[config.mk]
export PLATFORM = sky130hd
export DESIGN_NAME = mux_n_pipe
export DESIGN_NICKNAME = d
export VERILOG_FILES = /design/src/rtl/mux_n_pipe.sv
export SDC_FILE = /design/constraint.sdc
export NUM_CORES = 1
export LEC_CHECK = 0
export BUFFER_PORTS_ARGS = -buffer_cell sky130_fd_sc_hd__buf_4
export CAP_MARGIN = 25
export CORE_MARGIN = 2
export CORE_UTILIZATION = 41
export CTS_BUF_LIST = sky130_fd_sc_hd__clkbuf_16
export CTS_CLUSTER_SIZE = 30
export DETAILED_ROUTE_END_ITERATION = 12
export PLACE_DENSITY = 0.7
export SLEW_MARGIN = 15
export SYNTH_ARGS = -nofsm -noshare
export SYNTH_HDL_FRONTEND = slang
export SYNTH_SLANG_ARGS = --single-unit
[constraint.sdc]
create_clock -name clk -period 2.6 [get_ports clk]
set_input_delay 0.26 -clock clk [delete_from_list [all_inputs] [get_ports clk]]
set_output_delay 0.26 -clock clk [all_outputs]
set_load 0.01 [all_outputs]
[src/rtl/mux_n_pipe.sv]
// N-input WIDTH-bit selector feeding a registered valid/ready stage with a 2-entry skid buffer.
// Optional define MUX_SEL_CHECK_EN: out-of-range sel stores zero data and flags sel_err.
module mux_n_pipe #(
    parameter int unsigned WIDTH = 16,
    parameter int unsigned N     = 4,
    parameter int unsigned SEL_W = 2
) (
    input  logic               clk,
    input  logic               rst,
    input  logic               flush,
    input  logic [N*WIDTH-1:0] in_bus,
    input  logic [SEL_W-1:0]   sel,
    input  logic               in_valid,
    output logic               in_ready,
    output logic [WIDTH-1:0]   out_data,
    output logic               out_valid,
    input  logic               out_ready,
    output logic               sel_err
);

    typedef enum logic [1:0] {EMPTY, ONE, FULL} state_t;

    state_t           state_q, state_d;
    logic [WIDTH-1:0] main_data_q, main_data_d;
    logic [WIDTH-1:0] skid_data_q, skid_data_d;
    logic             main_err_q, main_err_d;
    logic             skid_err_q, skid_err_d;
    logic             in_ready_q, in_ready_d;
    logic             out_valid_q, out_valid_d;

    logic [WIDTH-1:0] word_data;
    logic             word_err;
    logic             accept;
    logic             pop;

    // Unmatched sel falls through to the last channel unless checking is enabled.
    always_comb begin
        word_data = in_bus[(N-1)*WIDTH +: WIDTH];
        word_err  = 1'b0;
        for (int unsigned i = 0; i < N; i++) begin
            if (32'(sel) == i) word_data = in_bus[i*WIDTH +: WIDTH];
        end
`ifdef MUX_SEL_CHECK_EN
        if (32'(sel) >= N) begin
            word_data = '0;
            word_err  = 1'b1;
        end
`endif
    end

    assign accept = in_valid & in_ready_q;
    assign pop    = out_valid_q & out_ready;

    always_comb begin
        state_d     = state_q;
        main_data_d = main_data_q;
        main_err_d  = main_err_q;
        skid_data_d = skid_data_q;
        skid_err_d  = skid_err_q;
        if (flush) begin
            state_d = EMPTY;
        end else begin
            unique case (state_q)
                EMPTY: begin
                    if (accept) begin
                        state_d     = ONE;
                        main_data_d = word_data;
                        main_err_d  = word_err;
                    end
                end
                ONE: begin
                    if (accept && pop) begin
                        main_data_d = word_data;
                        main_err_d  = word_err;
                    end else if (accept) begin
                        state_d     = FULL;
                        skid_data_d = word_data;
                        skid_err_d  = word_err;
                    end else if (pop) begin
                        state_d = EMPTY;
                    end
                end
                FULL: begin
                    if (pop) begin
                        state_d     = ONE;
                        main_data_d = skid_data_q;
                        main_err_d  = skid_err_q;
                    end
                end
                default: state_d = EMPTY;
            endcase
        end
        in_ready_d  = (state_d != FULL);
        out_valid_d = (state_d != EMPTY);
    end

    always_ff @(posedge clk) begin
        if (rst) begin
            state_q     <= EMPTY;
            main_data_q <= '0;
            main_err_q  <= 1'b0;
            skid_data_q <= '0;
            skid_err_q  <= 1'b0;
            in_ready_q  <= 1'b1;
            out_valid_q <= 1'b0;
        end else begin
            state_q     <= state_d;
            main_data_q <= main_data_d;
            main_err_q  <= main_err_d;
            skid_data_q <= skid_data_d;
            skid_err_q  <= skid_err_d;
            in_ready_q  <= in_ready_d;
            out_valid_q <= out_valid_d;
        end
    end

    assign in_ready  = in_ready_q;
    assign out_valid = out_valid_q;
    assign out_data  = main_data_q;
    assign sel_err   = main_err_q & out_valid_q;

endmodule
==> key figures <==
Floorplanning
  – Std-Cell Core Area: 4720 um2
  – Initial Util: 0.425
  – Die width: 74.0 um
  – Die ar.: 5470 um2
  – DIE HEIGHT: 74.0 um
  – Std-Cell Rows: 25
  – IO Pins: 90

Synth
  – Count leader, synth: dfxtp_1
  – FF+latch count, synth: 36
  – Number of synthesized flops with an enable pin: 0
  – Mapped Avg Cell Area: 10.7 um2
  – Main synth FF type: dfxtp_1
  – Async S/R FF share, synth: 0
  – Largest area contributor in the netlist: dfxtp_1
  – Synthesized Nets: 259
  – Gate Count Post-Synth: 188
  – Register area share after synthesis: 0.359
  – Post-synthesis cell area: 2010 um2
  – Yosys top cell area share: 0.359
  – Yosys warning count: 0
  – Synth cell count leaders: dfxtp_1 (36), nand2_1 (34), nor2_1 (31)
  – Distinct cells, synth: 28
  – Synth top area cells: dfxtp_1 (36%), mux4_2 (18%), a311oi_2 (10%)

Critical path
  – Worst r2r src: state_q[1]$_SDFF_PP0_
  – Crit-path max cell delay: 0.74 ns
  – CP Launch Type: flop
  – Crit-path cells: nand4bb_1 -> or2_1 -> mux2i_1 -> nor2_1
  – Critical path peak fanout: 16
  – CP delay by family, top: simple AND/OR/NAND/NOR gates
  – Critical setup path kind: reg2reg
  – RR Endpoint: skid_data_q[2]$_SDFFE_PP0P_
  – Worst R2R Path Depth: 4
  – Critical Path AT: 1.98 ns
  – R2R Setup Slk: 0.77 ns
  – Worst Setup SP: state_q[1]$_SDFF_PP0_
  – Crit path required time: 2.75 ns
  – Max stage delay cell, worst path: or2_1
  – CP Buf/Inv Count: 0
  – Crit. End Element: flop

Routing
  – Final ANT Viol Nets: 0
  – First DRT Iteration DRCs: 120
  – Per-cell routed wire length: 13.2 um
  – WL final: 4450 um
  – Via Count: 1716
  – Post-route DRC: 0
  – Drt pass-1 iters: 4
  – Via/cell ratio: 5.09

Layout
  – Layout cells sized above 1: 0.496
  – Fin area: 2820 um2
  – Area Overhead vs Synth: 40.2%
  – NumNets Final: 340
  – N_diodes: 0
  – Cell Count, Final, Fillers Out: 337
  – End-of-flow core utilization: 0.596

Hold path
  – HP Class: in2reg
  – Hold path start: flush
  – Hold Path Depth: 2
  – Hold EP: out_valid$_SDFF_PP0_

Timing
  – Final setup vio count: 0
  – Setup TNS: 0 ns
  – Period minus WS final: 1.83 ns
  – Fin crit share: 0.705
  – Final hold vios: 0
  – Worst-Margin Slew: 0.924 ns
  – Max Freq: 0.545 GHz
  – Slew Viols, Final: 0
  – Rel. slew slack: 0.384
  – Clock skew: 0.00182 ns
  – Fin Hold WS: 0.218 ns
  – Unrepaired setup endpoints after global routing: false
  – Setup WS post-layout: 0.766 ns

Clock tree
  – CTS Buf Count: 5
  – Clock sinks: 36
  – Cts repair resizes: 0
  – Clock Latency Late Sink: 0.27 ns
  – CTS tree: yes
  – Root Driver: clkbuf_16
  – Hold_buf cts: 0
  – H-tree Lvls: 2
  – Clock-pin slew on the worst setup and hold paths: 0.05 ns
  – Post-CTS Setup Bufs: 0
  – CTS Buffer Depth: 2

Power and ir drop
  – Reg power frac: 0.385
  – Maximum VDD drop: 0.000279 V
  – Total chip power: 1.54 mW
  – Leakage: 1.27 nW
  – Clock power frac: 0.426
  – Gate power share: 0.189
  – Switching share of power: 0.225
  – Pwr Density: 546 nW/um2
  – Psw: 0.346 mW
  – Internal power: 1.19 mW

Place
  – Hpwl dp: 3240 um
  – Gpl congestion: 0.762
  – Placed inst area: 2650 um2
  – DP Cell Count: 329
  – Post-Place Worst Slack: 0.809 ns
  – # port buffers: 88

Global route
  – Initial antenna violation count: 0
  – Vias in the first global route: 1638
  – First-pass GRT wire length: 7220 um
  – Total track usage: 0.171
  – Largest net degree at the start of global routing: 37
  – GRT overflow: 0

Job
  – Max Cap Viol: 0

Outcome
  – Status: completed
[cells by family (layout without fill, tap and decap cells)]
kind of cell	Yosys count	count (layout)	share of synthesized area
simple gates	74	74	0.151
flops	36	36	0.359
mux	32	32	0.259
compound gates	27	27	0.164
buf+inv	18	100	0.0642
other cells	1	1	0.00187
[cell usage in the layout (no fill, tap or decap), types with 2 or more instances in the layout]
| master | count |
|---|---|
| clkinv_1 | 2 |
| buf_4 | 92 |
| a311oi_1 | 2 |
| clkbuf_16 | 5 |
| dfxtp_1 | 36 |
| a311oi_2 | 14 |
| nor2_1 | 31 |
| a21oi_1 | 3 |
| mux4_2 | 16 |
| mux2i_1 | 16 |
| o21bai_1 | 2 |
| nand2_1 | 34 |
| nor2_2 | 4 |
[state kept, by name, summed over array words and instances, names as in the netlist]
signal,cells
out_valid,1
skid_data_q,16
out_data,16
in_ready,1
state_q,2
[power by group through the flow]
stage	combinational, mW	clock, mW	sequential, mW
after detailed placement	0.292	0	0.605
after CTS	0.294	0.668	0.593
after global routing	0.314	0.691	0.595
final	0.290	0.656	0.593
after floorplan	0.160	0	0.611
after global placement	0.289	0	0.604
[layout make-up]
type | instances | area (um2)
multi-input combinational | 134 | 1160
fill | 432 | 1910
clock inverter | 3 | 37.5
tap | 67 | 83.8
sequential | 36 | 721
clock buffer | 5 | 125
timing repair buffer | 92 | 691
[metal layers]
| metal | global-route usage | vias up | part of all wire |
|---|---|---|---|
| li1 | - | 850 | - |
| met1 | 0.210 | 802 | 0.43 |
| met2 | 0.299 | 62 | 0.51 |
| met3 | 0.0434 | 2 | 0.060 |
| met4 | 0.0485 | 0 | 0.0047 |
| met5 | 0 | - | 0 |
[worst max-delay path by stage]
stage / slack (ns) / end / cells after the start
after global routing: 0.65 / skid_data_q[2]$_SDFFE_PP0P_ / 4
after floorplan: 1.18 / out_data[0]$_SDFFE_PP0P_ / 5
final: 0.77 / skid_data_q[2]$_SDFFE_PP0P_ / 4
after global placement: 0.85 / skid_data_q[4]$_SDFFE_PP0P_ / 5
after CTS: 0.74 / skid_data_q[2]$_SDFFE_PP0P_ / 4
after detailed placement: 0.81 / skid_data_q[15]$_SDFFE_PP0P_ / 4
(Power assumes the default switching activity.)
